<file path="src/rtl/vend_pkg.sv">
// vend_pkg: shared definitions for the vending dispense stage.
//   - FSM state encodings (kept as plain localparams so older code that
//     compares against raw state values still works).
//   - Coin codes, product price in 0.5-yuan units.
//   - Width of the change-owed register. With VEND_DISPENSE_REFUND_EN
//     defined, the register widens to 3 bits so that change + price
//     (at most 3 + 3 = 6 units) fits.
package vend_pkg;

  localparam int ST_W = 3;
  localparam logic [ST_W-1:0] ST_IDLE      = 3'd0;
  localparam logic [ST_W-1:0] ST_MOTOR     = 3'd1;
  localparam logic [ST_W-1:0] ST_WAIT_DROP = 3'd2;
  localparam logic [ST_W-1:0] ST_EJECT     = 3'd3;
  localparam logic [ST_W-1:0] ST_FAULT     = 3'd4;

  localparam logic [1:0] COIN_05 = 2'b01;
  localparam logic [1:0] COIN_10 = 2'b10;

  localparam int PRICE_UNITS = 3;

`ifdef VEND_DISPENSE_REFUND_EN
  localparam int CHG_W = 3;
`else
  localparam int CHG_W = 2;
`endif

endpackage

</file>
<file path="src/rtl/vend_req_fifo.sv">
// vend_req_fifo: small synchronous FIFO holding pending vend requests.
// Each entry is the 2-bit change owed for one purchase.
// Ports:
//   clk, rstn    : clock, synchronous active-low reset
//   push, din    : write one entry (ignored when full and not popping)
//   pop, dout    : dout shows the head entry; pop removes it (ignored when empty)
//   full, empty  : occupancy flags
//   count        : number of entries held (0..DEPTH)
module vend_req_fifo #(
  parameter int DEPTH = 4
) (
  input  logic                     clk,
  input  logic                     rstn,
  input  logic                     push,
  input  logic [1:0]               din,
  input  logic                     pop,
  output logic [1:0]               dout,
  output logic                     full,
  output logic                     empty,
  output logic [$clog2(DEPTH):0]   count
);

  localparam int AW = $clog2(DEPTH);
  localparam int CW = AW + 1;

  logic [1:0]    mem [DEPTH];
  logic [AW-1:0] wptr;
  logic [AW-1:0] rptr;
  logic          push_ok;
  logic          pop_ok;

  assign full    = (count == CW'(DEPTH));
  assign empty   = (count == '0);
  assign dout    = mem[rptr];
  // A push while full is still accepted when the head leaves in the same cycle.
  assign push_ok = push && (!full || pop);
  assign pop_ok  = pop && !empty;

  always_ff @(posedge clk) begin
    if (!rstn) begin
      wptr  <= '0;
      rptr  <= '0;
      count <= '0;
    end else begin
      if (push_ok) begin
        mem[wptr] <= din;
        wptr      <= wptr + AW'(1);
      end
      if (pop_ok) begin
        rptr <= rptr + AW'(1);
      end
      case ({push_ok, pop_ok})
        2'b10:   count <= count + CW'(1);
        2'b01:   count <= count - CW'(1);
        default: count <= count;
      endcase
    end
  end

endmodule

</file>
<file path="src/rtl/vend_dispense_ctrl.sv">
// vend_dispense_ctrl: dispense stage behind the vending FSM.
// Queues sell requests, runs the product motor for MOTOR_CYCLES, waits up to
// TIMEOUT_CYCLES for the drop sensor, then pulses the coin ejector once per
// 0.5-yuan change unit. A missing drop raises a jam fault until fault_clr.
// Optional build macro: VEND_DISPENSE_REFUND_EN -- on a drop timeout the
// price is refunded together with the change before entering FAULT.
// Ports:
//   clk, rstn   : clock, synchronous active-low reset
//   sell        : one-cycle vend request
//   change      : change owed (0.5-yuan units), sampled with sell
//   drop_sense  : product-dropped sensor level (synchronised)
//   fault_clr   : one-cycle fault/overflow acknowledge
//   motor_en    : product motor drive
//   coin_eject  : one-cycle pulse per 0.5-yuan coin
//   busy        : activity in progress or requests pending
//   pend_cnt    : entries in the request queue
//   overflow    : sticky, a sell was dropped because the queue was full
//   fault       : jam fault active
module vend_dispense_ctrl
  import vend_pkg::*;
#(
  parameter int MOTOR_CYCLES   = 8,
  parameter int TIMEOUT_CYCLES = 64,
  parameter int PEND_DEPTH     = 4
) (
  input  logic                          clk,
  input  logic                          rstn,
  input  logic                          sell,
  input  logic [1:0]                    change,
  input  logic                          drop_sense,
  input  logic                          fault_clr,
  output logic                          motor_en,
  output logic                          coin_eject,
  output logic                          busy,
  output logic [$clog2(PEND_DEPTH):0]   pend_cnt,
  output logic                          overflow,
  output logic                          fault
);

  localparam int CW = $clog2(PEND_DEPTH) + 1;
  localparam int MW = $clog2(MOTOR_CYCLES) + 1;
  localparam int TW = $clog2(TIMEOUT_CYCLES) + 1;

  logic [ST_W-1:0]  state, state_n;
  logic [CHG_W-1:0] chg_r, chg_n;
  logic [MW-1:0]    mcnt, mcnt_n;
  logic [TW-1:0]    tcnt, tcnt_n;
  logic             ph, ph_n;          // 0: coin high phase, 1: low phase
  logic             dropped, dropped_n;
`ifdef VEND_DISPENSE_REFUND_EN
  logic             refund, refund_n;  // current eject run ends in FAULT
`endif

  logic             push;
  logic             pop;
  logic             full;
  logic             empty;
  logic [1:0]       fifo_dout;
  logic [CW-1:0]    pend_nxt;

  assign push = sell && (!full || pop);

  vend_req_fifo #(
    .DEPTH (PEND_DEPTH)
  ) u_fifo (
    .clk   (clk),
    .rstn  (rstn),
    .push  (push),
    .din   (change),
    .pop   (pop),
    .dout  (fifo_dout),
    .full  (full),
    .empty (empty),
    .count (pend_cnt)
  );

  // Queue occupancy after this edge, so busy can be registered alongside it.
  always_comb begin
    pend_nxt = pend_cnt;
    if (push && !pop) begin
      pend_nxt = pend_cnt + CW'(1);
    end else if (pop && !push) begin
      pend_nxt = pend_cnt - CW'(1);
    end
  end

  always_comb begin
    state_n   = state;
    chg_n     = chg_r;
    mcnt_n    = mcnt;
    tcnt_n    = tcnt;
    ph_n      = ph;
    dropped_n = dropped;
    pop       = 1'b0;
`ifdef VEND_DISPENSE_REFUND_EN
    refund_n  = refund;
`endif
    case (state)
      ST_IDLE: begin
        if (!empty) begin
          pop       = 1'b1;
          chg_n     = CHG_W'(fifo_dout);
          mcnt_n    = MW'(MOTOR_CYCLES);
          dropped_n = 1'b0;
          state_n   = ST_MOTOR;
        end
      end
      ST_MOTOR: begin
        if (mcnt <= MW'(1)) begin
          // Last motor cycle: a drop sampled now still counts.
          mcnt_n = '0;
          if (dropped || drop_sense) begin
            ph_n    = 1'b0;
            state_n = (chg_r != '0) ? ST_EJECT : ST_IDLE;
          end else begin
            tcnt_n  = TW'(TIMEOUT_CYCLES);
            state_n = ST_WAIT_DROP;
          end
        end else begin
          mcnt_n = mcnt - MW'(1);
          if (drop_sense) begin
            dropped_n = 1'b1;
          end
        end
      end
      ST_WAIT_DROP: begin
        if (drop_sense) begin
          ph_n    = 1'b0;
          state_n = (chg_r != '0) ? ST_EJECT : ST_IDLE;
        end else if (tcnt <= TW'(1)) begin
          tcnt_n = '0;
`ifdef VEND_DISPENSE_REFUND_EN
          chg_n    = chg_r + CHG_W'(PRICE_UNITS);
          refund_n = 1'b1;
          ph_n     = 1'b0;
          state_n  = ST_EJECT;
`else
          state_n  = ST_FAULT;
`endif
        end else begin
          tcnt_n = tcnt - TW'(1);
        end
      end
      ST_EJECT: begin
        if (!ph) begin
          ph_n = 1'b1;
        end else if (chg_r <= CHG_W'(COIN_05)) begin
          chg_n = '0;
`ifdef VEND_DISPENSE_REFUND_EN
          state_n  = refund ? ST_FAULT : ST_IDLE;
          refund_n = 1'b0;
`else
          state_n  = ST_IDLE;
`endif
        end else begin
          chg_n = chg_r - CHG_W'(COIN_05);
          ph_n  = 1'b0;
        end
      end
      ST_FAULT: begin
        if (fault_clr) begin
          state_n = ST_IDLE;
        end
      end
      default: begin
        state_n = ST_IDLE;
      end
    endcase
  end

  // Outputs are registered from the next-state values so they line up with
  // the state they describe rather than lagging it by a cycle.
  always_ff @(posedge clk) begin
    if (!rstn) begin
      state      <= ST_IDLE;
      chg_r      <= '0;
      mcnt       <= '0;
      tcnt       <= '0;
      ph         <= 1'b0;
      dropped    <= 1'b0;
`ifdef VEND_DISPENSE_REFUND_EN
      refund     <= 1'b0;
`endif
      motor_en   <= 1'b0;
      coin_eject <= 1'b0;
      busy       <= 1'b0;
      overflow   <= 1'b0;
      fault      <= 1'b0;
    end else begin
      state      <= state_n;
      chg_r      <= chg_n;
      mcnt       <= mcnt_n;
      tcnt       <= tcnt_n;
      ph         <= ph_n;
      dropped    <= dropped_n;
`ifdef VEND_DISPENSE_REFUND_EN
      refund     <= refund_n;
`endif
      motor_en   <= (state_n == ST_MOTOR);
      coin_eject <= (state_n == ST_EJECT) && !ph_n;
      fault      <= (state_n == ST_FAULT);
      busy       <= (state_n != ST_IDLE) || (pend_nxt != '0);
      // A rejected sell in the same cycle as an acknowledge keeps the flag.
      if (sell && !push) begin
        overflow <= 1'b1;
      end else if (fault_clr) begin
        overflow <= 1'b0;
      end
    end
  end

endmodule

</file>
<file path="config.mk">
export PLATFORM = sky130hd
export DESIGN_NAME = vend_dispense_ctrl
export DESIGN_NICKNAME = d
export VERILOG_FILES = /design/src/rtl/vend_pkg.sv /design/src/rtl/vend_req_fifo.sv /design/src/rtl/vend_dispense_ctrl.sv
export SDC_FILE = /design/constraint.sdc
export NUM_CORES = 1
export LEC_CHECK = 0
export ABC_AREA = 0
export CAP_MARGIN = 25
export CORE_MARGIN = 2
export CORE_UTILIZATION = 30
export CTS_CLUSTER_SIZE = 10
export DETAILED_ROUTE_END_ITERATION = 7
export DONT_BUFFER_PORTS = 1
export MAX_ROUTING_LAYER = met4
export SETUP_SLACK_MARGIN = 0.4
export SLEW_MARGIN = 30
export SYNTH_ARGS = -nofsm -noshare
export SYNTH_HDL_FRONTEND = slang
export SYNTH_SLANG_ARGS = --single-unit
</file>
<file path="constraint.sdc">
create_clock -name clk -period 5.8 [get_ports clk]
set_input_delay 0.87 -clock clk [delete_from_list [all_inputs] [get_ports clk]]
set_output_delay 0.87 -clock clk [all_outputs]
set_load 0.01 [all_outputs]
</file>
Word level (Yosys, flattened, before mapping):

Memories as Yosys holds them, arrays and structs flattened. A register that Yosys moved wholly into a read port is not among the register bits.
Index checks and enable logic that the tools add are counted.

* input port bits: 7
* memory bits (read-only): 0
* RAM bits: 8
* bits in latches: 0
* register bits: 30
* memories kept: 1
* logic and storage cells: 115

* $lt $le $gt $ge: 3
* multiply operators: 0
* shift-type cells: 0
* $add $sub $neg: 7
* bitwise operators: 0
* mux-type cells: 44
* equal/unequal tests: 17
* reductions and logical operators: 29
* divide/modulo/power cells: 0

Memories
* u_fifo.mem: depth 4, width 2, rd ports 1, clocked after Yosys merged registers in 1, wr ports 1, RTL line vend_req_fifo.sv:26 `logic [1:0] mem [DEPTH];`

Operators by type and width (number)
* $mux W7: 4
* $mux W3: 9
* $mux W1: 15
* $pmux W3 S5: 1
* $mux W2: 7
* $ne A2 B2 Y1 const B: 7
* $pmux W7 S2: 1
* $reduce_bool A2 Y1: 6
* $eq A3 B2 Y1 const B: 3
* $eq A3 B3 Y1 const B: 3
* $mux W4: 2
* $pmux W4 S2: 1
* $reduce_and A4 Y1: 2
* $le A7 B1 Y1 const B: 1
* $logic_and A1 B1 Y1: 7
* $sub A7 B1 Y7 const B: 1
* $eq A3 B1 Y1 const B: 2
* $logic_not A3 Y1: 2
* $pmux W3 S2: 1
* $reduce_bool A3 Y1: 2
* $logic_not A1 Y1: 5
* $add A2 B1 Y2 const B: 2
* $le A4 B1 Y1 const B: 1
* $pmux W2 S2: 1
* 12 further kinds: 14

Depth between registers and ports, before layout:

* depth in word-level cells: 11
* gate-level depth with buffers: 13
* mapped depth without buffers: 12

Cells and area by module:

From an unflattened synthesis, not the netlist that was laid out.

* cells, all modules: 223
* area, all modules: 2122.0 um^2

Modules (own cells, without submodules)
* vend_dispense_ctrl: area an instance 1342.5 um^2, seq. area each 460.4 um^2, cells each 159, instances 1
* vend_req_fifo: area an instance 779.5 um^2, seq. area each 420.4 um^2, cells each 64, instances 1

Least setup slack after synthesis:

No wires, ideal clock.

* kind: in2reg
* start: input sell
* end: register busy
* cell stages on the path: 10
* library setup time: 139 ps
* data arrival time: 2143 ps
* path slack: 3517 ps
* cells stage by stage: o21a_1 -> clkbuf_1 -> inv_1 -> ha_1 -> inv_1 -> ha_1 -> nor2_1 -> a41oi_1 -> a21oi_1 -> a31oi_1

* longest elaborated chain between the ends: 7
* elaborated cells on any way between the ends: 8
* those cells by class: mux: 2; reduce/logical: 6

RTL lines
* start: declaration: RTL line vend_dispense_ctrl.sv:28 `input logic sell,`
* $logic_and A1 B1 Y1 (*): RTL line vend_dispense_ctrl.sv:61 `assign push = sell && (!full || pop);`
* $logic_not A1 Y1: RTL line vend_dispense_ctrl.sv:82 `end else if (pop && !push) begin`
* $logic_and A1 B1 Y1: RTL line vend_dispense_ctrl.sv:82
* $mux W3: RTL line vend_dispense_ctrl.sv:82
* $mux W3 (*): RTL line vend_dispense_ctrl.sv:80 `if (push && !pop) begin`
* $reduce_bool A3 Y1 (*): RTL line vend_dispense_ctrl.sv:202 `busy <= (state_n != ST_IDLE) || (pend_nxt != '0);`
* $logic_or A1 B1 Y1 (*): RTL line vend_dispense_ctrl.sv:202
* end signal: assignment: RTL line vend_dispense_ctrl.sv:202
* end: declaration: RTL line vend_dispense_ctrl.sv:34 `output logic busy,`

Every way passes the cells marked *; elsewhere a longest branch is shown, timed or not.
A chain may end at the register's enable or synchronous reset.

Worst setup path in the final report:

* start: register u_fifo.count[0]
* end: register busy

* longest elaborated chain between the ends: 11
* elaborated cells on any way between the ends: 20
* those cells by class: add/sub: 2; eq/ne: 1; mux: 6; reduce/logical: 11

RTL lines
* start: declaration: RTL line vend_req_fifo.sv:20 `output logic [$clog2(DEPTH):0] count`
* start signal: assignment: RTL line vend_req_fifo.sv:53 `2'b10: count <= count + CW'(1);`
* start signal: assignment: RTL line vend_req_fifo.sv:54 `2'b01: count <= count - CW'(1);`
* start signal: assignment: RTL line vend_req_fifo.sv:55 `default: count <= count;`
* $logic_not A3 Y1: RTL line vend_req_fifo.sv:33 `assign empty = (count == '0);`
* $mux W1: RTL line vend_dispense_ctrl.sv:100 `if (!empty) begin`
* $mux W1: RTL line vend_dispense_ctrl.sv:98 `case (state)`
* $logic_or A1 B1 Y1: RTL line vend_dispense_ctrl.sv:61
* $logic_and A1 B1 Y1: RTL line vend_dispense_ctrl.sv:61
* $logic_not A1 Y1: RTL line vend_dispense_ctrl.sv:82
* $logic_and A1 B1 Y1: RTL line vend_dispense_ctrl.sv:82
* $mux W3: RTL line vend_dispense_ctrl.sv:82
* $mux W3: RTL line vend_dispense_ctrl.sv:80
* $reduce_bool A3 Y1: RTL line vend_dispense_ctrl.sv:202
* $logic_or A1 B1 Y1 (*): RTL line vend_dispense_ctrl.sv:202

Marked as above.

==> flow_summary.json <==
{
  "run_status": "finished, final reports clean",
  "drtIter0Drc": 131,
  "diodes": 0,
  "area_growth_pct": 8.97,
  "final_cell_mix": "dfxtp_1 (32), nor2_1 (22), inv_1 (15), ha_1 (15), a21oi_1 (14)",
  "cp_data_required_time_ns": 5.95,
  "rows": 30,
  "drc": 0,
  "slew_headroom_pct": 45.2,
  "crit_arrival_ns": 2.74,
  "port_buffers": 0,
  "cts-root-buf": "clkbuf_8",
  "async_flop_share_pct": 0,
  "cts_buffers": 5,
  "hp-class": "register to register",
  "die_w_um": 88.1,
  "grt_pass1_vias": 1494,
  "hold_buffers": 0,
  "viasPerCell": 5.04,
  "clkSinkCount": 40,
  "pre_cts_ws_ns": 3.25,
  "num_io_pins": 15,
  "maxSlewViolCount": 0,
  "postRouteAntennaNets": 0,
  "skew_ns": 0.00968,
  "seq_area_frac_synth_pct": 41.6,
  "clk_path_buf_depth": 2,
  "synth_area_sq_um": 2120,
  "maxCapViolations": 0,
  "cp_max_fo": 6,
  "antenna_found_initial": 0,
  "cts_tree": "built",
  "reg2reg_depth": 12,
  "placed_area_sq_um": 2190,
  "die_h_um": 88.1,
  "cts.clk_slew.worst_paths_ns": 0.09,
  "setup_slack_ns": 3.21,
  "dr.pass1.iters": 4,
  "ir_worst_vdd_v": 0.000145,
  "avgSynthCellArea_sq_um": 9.46,
  "ff2ff_setup_slack_ns": 3.21,
  "whs_path_depth": 2,
  "htreeDepth": 2,
  "power.leakage_uw": 0.000838,
  "num_vias": 1598,
  "synth_cell_types": 52,
  "tns_ns": 0,
  "dp_hpwl_mm": 3.09,
  "ys_seq_elements": 40,
  "drive_above_1_share_pct": 8.60,
  "power_uw": 986,
  "die_area_sq_um": 7750,
  "fin_crit_sh_pct": 44.6,
  "synth_fp_nets": 246,
  "nFillCells": 722,
  "clk_latency_ns": 0.30,
  "end_kind": "register",
  "synth_edf_count": 8,
  "layout.nets": 242,
  "post_cts_buffers": 0,
  "fin_area_sq_um": 2310,
  "grt_usage_pct": 12.8,
  "power_density_nw_per_um2": 427,
  "start_util_pct": 31.0,
  "globalplace.congestion": 0.848,
  "rsz0062_at_grt": "no",
  "synthCells": 224,
  "cts_resized": 0,
  "overflow": 0,
  "critPathLaunchType": "register",
  "max_freq_mhz": 386,
  "final_common_cell": "dfxtp_1",
  "grt_max_degree": 25,
  "layout_min_cycle_time_ns": 2.59,
  "ys.flop_type": "dfxtp_1",
  "final_core_util_pct": 33.8,
  "critPathKind": "register to register",
  "wl_mm": 4.34,
  "finalSetupViolations": 0,
  "worst_slew_pin_slew_ns": 0.822,
  "wl_per_cell_um": 13.7,
  "ys_warn_count": 0,
  "coreArea_sq_um": 6830,
  "hold_viol": 0,
  "grt_pass1_wl_mm": 7.43
}
==> synth_stat cells (4+ instances only) <==
| cell | n | area share [%] |
|---|---|---|
| nor2_1 | 22 | 3.9 |
| o21ai_0 | 6 | 1.4 |
| clkbuf_1 | 8 | 1.4 |
| edfxtp_1 | 8 | 11 |
| a31oi_1 | 6 | 1.8 |
| or3_1 | 4 | 1.2 |
| ha_1 | 15 | 8.9 |
| dfxtp_1 | 32 | 30 |
| o21a_1 | 5 | 1.8 |
| inv_1 | 15 | 2.7 |
| nand2_1 | 8 | 1.4 |
| nor3_1 | 6 | 1.4 |
| nor3b_1 | 4 | 1.4 |
| nor2b_1 | 4 | 1.2 |
| nand3_1 | 5 | 1.2 |
| and3_1 | 5 | 1.5 |
| a21oi_1 | 14 | 3.3 |
| nand2b_1 | 4 | 1.2 |
| mux2i_1 | 4 | 1.9 |
==> per-layer routing <==
metal / track usage, % / part of all wire, % / up-vias
met1: 15.9 / 46 / 747
met5: - / 0 / -
met3: 3.86 / 6.1 / 5
met4: 3.72 / 1.5 / 0
li1: - / - / 805
met2: 20.0 / 47 / 41
==> per-stage QoR <==
stage,hold WS [ns],cells
after CTS,0.507,317
after global placement,0.493,309
after floorplan,0.464,224
final,0.511,317
after detailed placement,0.495,309
after global routing,0.522,317
==> cells by family (layout without fill, tap and decap cells) <==
logic type / Yosys count / in the layout / share of synthesized area, %
and+or+nand+nor: 79 / 79 / 21.1
AOI/OAI and AO/OA: 53 / 53 / 17.6
DFF: 40 / 40 / 41.6
buffers and inverters: 26 / 23 / 4.78
adders and majority gates: 15 / 15 / 8.85
muxes: 6 / 6 / 4.01
xor gates and xnor gates: 5 / 5 / 2.07
==> area by class of cell <==
class                           count  area [sq um]  area share (%)
Multi-Input combinational cell    158          1140            49.2
Sequential cell                    40           881            38.1
Tap cell                           96           120            5.20
Clock buffer                        5          68.8            2.98
Inverter                           15          56.3            2.44
Clock inverter                      3          46.3            2.00
==> state kept, by name, indices dropped and copies added (netlist names), named ones only <==
register / flops
tcnt: 7
u_fifo.count: 3
state: 3
mcnt: 4
u_fifo.wptr: 2
fault: 1
busy: 1
ph: 1
u_fifo.rptr: 2
u_fifo.mem: 8
coin_eject: 1
overflow: 1
chg_r: 2
motor_en: 1
dropped: 1
==> worst max-delay path, stage by stage, from the launching register on <==
cell and delay [ns]:
dfxtp_1 0.43, inv_1 0.14, ha_1 0.23, nand2b_1 0.14
nand2_1 0.17, inv_1 0.24, ha_1 0.32, inv_1 0.10
ha_1 0.28, nor2_1 0.10, a41oi_1 0.05, a21oi_1 0.15
a31oi_1 0.09
==> worst paths after layout <==
kind | from | to
hold reg to reg | mcnt[3] | mcnt[2]
setup reg to reg | u_fifo.count[0] | busy
hold / removal | mcnt[3] | mcnt[2]
setup / recovery | u_fifo.count[0] | busy
==> report_power, final <==
part / switching [uW] / total [uW] / internal [uW]
sequential: 64.2 / 400 / 335
combinational: 205 / 350 / 145
clock: 107 / 236 / 130
total: 375 / 986 / 610
Power figures use the tool's default switching activity.
